==> config.mk <==
export PLATFORM = sky130hd
export DESIGN_NAME = bus_src_arbiter
export DESIGN_NICKNAME = d
export VERILOG_FILES = /design/src/rtl/bus_src_arbiter_pkg.sv /design/src/rtl/bus_src_arbiter_rr_pick5.sv /design/src/rtl/bus_src_arbiter.sv
export SDC_FILE = /design/constraint.sdc
export NUM_CORES = 1
export LEC_CHECK = 0
export CAP_MARGIN = 20
export CORE_MARGIN = 2
export CORE_UTILIZATION = 31
export CTS_CLUSTER_DIAMETER = 100
export DETAILED_ROUTE_END_ITERATION = 8
export GPL_ROUTABILITY_DRIVEN = 1
export PLACE_DENSITY = 0.52
export RECOVER_POWER = 50
export SLEW_MARGIN = 10
export SYNTH_ARGS = -nofsm -noshare
export SYNTH_HDL_FRONTEND = slang
export SYNTH_SLANG_ARGS = --single-unit
==> constraint.sdc <==
create_clock -name clk -period 4.25 [get_ports clk]
set_input_delay 0.6375 -clock clk [delete_from_list [all_inputs] [get_ports clk]]
set_output_delay 0.6375 -clock clk [all_outputs]
set_load 0.03 [all_outputs]
==> src/rtl/bus_src_arbiter_pkg.sv <==
// +----------------------------------------------------------------------------+
// | bus_src_arbiter_pkg                                                        |
// | Source select codes, FSM states and ring helper for the bus arbiter.       |
// | Rev 1.0 - initial release                                                  |
// +----------------------------------------------------------------------------+
`default_nettype none

package bus_src_arbiter_pkg;

   localparam int N_SRC = 5;

   localparam logic [2:0] SEL_A = 3'd0;
   localparam logic [2:0] SEL_B = 3'd1;
   localparam logic [2:0] SEL_C = 3'd2;
   localparam logic [2:0] SEL_D = 3'd3;
   localparam logic [2:0] SEL_E = 3'd4;

   typedef enum logic [0:0] {
      ST_IDLE  = 1'b0,
      ST_GRANT = 1'b1
   } arb_state_e;

   // (base + off) mod N_SRC for base in 0..4 and off in 0..5.
   function automatic logic [2:0] wrap5(input logic [2:0] base, input logic [2:0] off);
      logic [3:0] sum;
      sum = {1'b0, base} + {1'b0, off};
      if (sum >= 4'(N_SRC)) begin
         sum = sum - 4'(N_SRC);
      end
      return sum[2:0];
   endfunction

endpackage

`default_nettype wire

==> src/rtl/bus_src_arbiter_rr_pick5.sv <==
// +----------------------------------------------------------------------------+
// | rr_pick5                                                                   |
// | Combinational round-robin pick over five requesters after last_ptr.        |
// | Rev 1.0 - initial release                                                  |
// +----------------------------------------------------------------------------+
`default_nettype none

module rr_pick5
   import bus_src_arbiter_pkg::*;
(
   input  logic [N_SRC-1:0] req_i,
   input  logic [2:0]       last_ptr_i,
   output logic [2:0]       pick_o,
   output logic             any_o
);

   logic [2:0] idx;

   // Scan from the farthest offset down so the nearest requester after last_ptr wins.
   always_comb begin
      pick_o = SEL_A;
      any_o  = 1'b0;
      idx    = SEL_A;
      for (int k = N_SRC; k >= 1; k--) begin
         idx = wrap5(last_ptr_i, 3'(k));
         if (req_i[idx]) begin
            pick_o = idx;
            any_o  = 1'b1;
         end
      end
   end

endmodule

`default_nettype wire

==> src/rtl/bus_src_arbiter.sv <==
// +----------------------------------------------------------------------------+
// | bus_src_arbiter                                                            |
// | Round-robin 5-source bus arbiter with bounded lock bursts and parking.     |
// | Rev 1.0 - initial release                                                  |
// +----------------------------------------------------------------------------+
`default_nettype none

module bus_src_arbiter
   import bus_src_arbiter_pkg::*;
#(
   parameter int MAX_HOLD = 4,
   parameter int PARK_SEL = 0
)(
   input  logic             clk,
   input  logic             rst,
   input  logic [N_SRC-1:0] req,
   input  logic [N_SRC-1:0] lock,
   output logic [N_SRC-1:0] gnt,
   output logic [2:0]       mux_sel,
   output logic             bus_valid
);

   localparam int HW = (MAX_HOLD > 1) ? $clog2(MAX_HOLD) : 1;
   localparam logic [HW-1:0] HOLD_LAST = HW'(MAX_HOLD - 1);
   localparam logic [2:0]    PARK      = 3'(PARK_SEL);

   arb_state_e       state_q, state_d;
   logic [2:0]       last_ptr_q, last_ptr_d;
   logic [HW-1:0]    hold_cnt_q, hold_cnt_d;
   logic [N_SRC-1:0] gnt_q, gnt_d;
   logic [2:0]       mux_sel_q, mux_sel_d;
   logic             bus_valid_q, bus_valid_d;

   logic [2:0] pick;
   logic       any;
   logic       hold;

   rr_pick5 u_pick (
      .req_i      (req),
      .last_ptr_i (last_ptr_q),
      .pick_o     (pick),
      .any_o      (any)
   );

   // hold_cnt never exceeds HOLD_LAST, so equality is the saturation test.
   assign hold = (state_q == ST_GRANT) && req[last_ptr_q] && lock[last_ptr_q] &&
                 (hold_cnt_q != HOLD_LAST);

   always_comb begin
      state_d     = state_q;
      last_ptr_d  = last_ptr_q;
      hold_cnt_d  = hold_cnt_q;
      gnt_d       = gnt_q;
      mux_sel_d   = mux_sel_q;
      bus_valid_d = bus_valid_q;

      if (hold) begin
         hold_cnt_d = hold_cnt_q + HW'(1);
      end else if (any) begin
         state_d     = ST_GRANT;
         last_ptr_d  = pick;
         hold_cnt_d  = '0;
         gnt_d       = N_SRC'(1) << pick;
         mux_sel_d   = pick;
         bus_valid_d = 1'b1;
      end else begin
         state_d     = ST_IDLE;
         hold_cnt_d  = '0;
         gnt_d       = '0;
         mux_sel_d   = PARK;
         bus_valid_d = 1'b0;
      end
   end

   always_ff @(posedge clk) begin
      if (!rst) begin
         state_q     <= ST_IDLE;
         last_ptr_q  <= SEL_E;
         hold_cnt_q  <= '0;
         gnt_q       <= '0;
         mux_sel_q   <= PARK;
         bus_valid_q <= 1'b0;
      end else begin
         state_q     <= state_d;
         last_ptr_q  <= last_ptr_d;
         hold_cnt_q  <= hold_cnt_d;
         gnt_q       <= gnt_d;
         mux_sel_q   <= mux_sel_d;
         bus_valid_q <= bus_valid_d;
      end
   end

   assign gnt       = gnt_q;
   assign mux_sel   = mux_sel_q;
   assign bus_valid = bus_valid_q;

endmodule

`default_nettype wire

==> summary.md <==
| Metric | Value |
|---|---|
| Max-cap viol count | `0` |
| Clock Sinks | `14` |
| Final hold violations | `0` |
| Main synth FF type | `dfxtp_1` |
| Place WS | `665.1 ps` |
| Mean post-synth cell area | `8.492 um2` |
| Worst Tran Pin Value | `682.1 ps` |
| Yosys cell types | `74` |
| Count leader, synth | `nand2_1` |
| Starting Density | `0.3192` |
| Max incr delay on CP | `660 ps` |
| Cell Rows | `27` |
| Initial DRT Pass Iterations | `5` |
| Max Fanout on Critical Path | `12` |
| Max_slew headroom | `0.5425` |
| Die Y | `79.31 um` |
| Global-route wire length before repair | `7562 um` |
| Total GRT Usage | `0.1500` |
| Worst-skew pair later-pin latency | `250 ps` |
| Drt total wl | `4589 um` |
| Top cells by count, synth | `15 x nand2_1, 14 x dfxtp_1, 12 x ha_1, 12 x nor2_1` |
| H-tree level count | `1` |
| Final slew viol count | `0` |
| Nets@finish | `250` |
| CP most frequent cell | `ha_1` |
| Sequential element share of the synthesized area | `0.1594` |
| Number of enable flip-flop cells after synthesis | `0` |
| Post-CTS setup buffer count | `0` |
| Critical Path RT | `4390 ps` |
| Status | `finished clean` |
| Routed vias/inst | `5.628` |
| Top cell type's share of synthesized area | `0.1594` |
| CTS root buf | `clkbuf_8` |
| Ys Warns | `0` |
| Core area | `0.005507 mm2` |
| Minimum clock period | `3592 ps` |
| Share of cells above drive strength 1 | `0.1295` |
| Worst path slowest cell | `dfxtp_1` |
| Crit. End Element | `flop` |
| Worst-path cell chain | `inv_1 -> ha_1 -> ha_1 -> or2_2 -> o21ai_1 -> nor3_2 -> a211oi_1 -> a31oi_4 -> and3_1 -> a32o_1` |
| Syn Nets | `232` |
| Total CTS buffers | `3` |
| Antenna Nets Post-Route | `0` |
| Mapped cell area | `0.001758 mm2` |
| IO Pins | `21` |
| Max frequency | `278.4 MHz` |
| Vias in the first global route | `1493` |
| Die X | `79.31 um` |
| Worst Skew | `3.114 ps` |
| Fin crit share | `0.8451` |
| Area Growth Syn to Fin | `15.94%` |
| HP Class | `flop to flop` |
| Post-synthesis cell count | `207` |
| Post-detailed-route DRC marker count | `0` |
| CTS tree | `built` |
| Via count | `1666` |
| Critical path type | `flop to flop` |
| Post_cts resized | `0` |
| Endpoint arrival time on the critical path | `3730 ps` |
| # port buffers | `20` |
| Final setup margin | `658.5 ps` |
| Ys async rst share | `0` |
| Synth area leaders | `dfxtp_1 16%, ha_1 8.5%, nand2_1 3.2%, a21oi_1 3.1%, o21ai_0 3.1%` |
| Final setup fails | `0` |
| RSZ-0062 raised after global routing | `no` |
| Clock Path Buffers | `2` |
| Die area | `0.006289 mm2` |
| Drt first-iter violations | `140` |
| Dpl hpwl | `3557 um` |
| Cell taking the most area after synthesis | `dfxtp_1` |
| Initial antenna violation count | `0` |
| Reg-to-reg slack, setup | `660 ps` |
| CP startpoint kind | `flop` |
| Antenna Cells | `0` |
| Synth Register Bits | `14` |
| Clk slew on worst S/H paths | `60 ps` |
| RePlAce Congestion | `0.8563` |
| Hold Buf Count CTS | `0` |
| Largest net degree at the start of global routing | `38` |
| Setup tns final | `0 ps` |
| DR WL/cell | `15.50 um` |
| Grt ovf | `0` |
-- registers in the layout (all words and copies together), names as in the netlist --
name / cells
gnt: 5
hold_cnt_q: 2
last_ptr_q: 3
mux_sel: 3
bus_valid: 1
-- cell families (layout without fill, tap and decap cells) --
kind of cell             after synthesis  in the layout  share of synthesized area
flip-flops                            14             14                     0.1594
adder cells (fa/ha/maj)               13             13                    0.09680
multiplexers                          11             11                    0.07971
AND/OR/NAND/NOR                       71             71                     0.2384
AO/OA/AOI/OAI                         76             76                     0.3352
XOR/XNOR                               3              3                    0.01922
buffers and inverters                 19             36                    0.07117
-- layer usage --
layer | vias to the layer above | routed length, um | track usage
met5 | - | 0 | 0
met4 | 0 | 29 | 0.02759
met3 | 4 | 169 | 0.02727
met2 | 25 | 2077 | 0.2254
met1 | 797 | 2313 | 0.2240
li1 | 840 | - | -
-- stage by stage --
stage	cell area, um2	hold slack, ps	instances	util
after floorplan	1758	408.1	207	-
after global placement	1983	434.8	292	0.3601
after detailed placement	1983	424.8	292	0.3601
after CTS	2038	432.8	296	0.3701
after global routing	2038	449.1	296	0.3701
final	2038	427.8	296	0.3701
-- worst paths after layout --
| check | endpoint | startpoint | cells past startpoint |
|---|---|---|---|
| max | gnt[0] | last_ptr_q[1] | 10 |
| min | hold_cnt_q[0] | hold_cnt_q[0] | 1 |
| max reg2reg | gnt[0] | last_ptr_q[1] | 10 |
| min reg2reg | hold_cnt_q[0] | hold_cnt_q[0] | 1 |
-- area by class of cell --
cell class              count  area, um2
multi-input cells         174       1353
repair buffers             24      230.2
flip-flops and latches     14      280.3
inverters                   8      30.03
well taps                  72      90.09
fillers                   559       3468
clock buffers               4      55.05
-- worst max-delay path, delay by kind of cell, from the launching register on --
| kind | cells | cell delay, ps |
|---|---|---|
| AO/OA/AOI/OAI | 4 | 1250 |
| adder cells (fa/ha/maj) | 2 | 630 |
| buffers and inverters | 1 | 270 |
| flip-flops | 1 | 660 |
| AND/OR/NAND/NOR | 3 | 670 |
-- layout by cell type (no fill, tap or decap), drive strengths merged, types with 4 or more instances in the layout --
| cell | instances |
|---|---|
| a211oi | 4 |
| a21oi | 11 |
| and3 | 4 |
| buf | 4 |
| clkbuf | 4 |
| clkdlybuf4s50 | 10 |
| dfxtp | 14 |
| dlygate4sd3 | 10 |
| ha | 12 |
| inv | 8 |
| mux2 | 4 |
| mux2i | 5 |
| nand2 | 16 |
| nand2b | 6 |
| nand3 | 5 |
| nand3b | 4 |
| nor2 | 12 |
| nor2b | 5 |
| nor3 | 5 |
| nor4 | 4 |
| o21ai | 14 |
| o31ai | 4 |
Power is left out: the tool's default activity adds up to more than one toggle a clock period on the data nets, which glitch-free logic cannot reach.
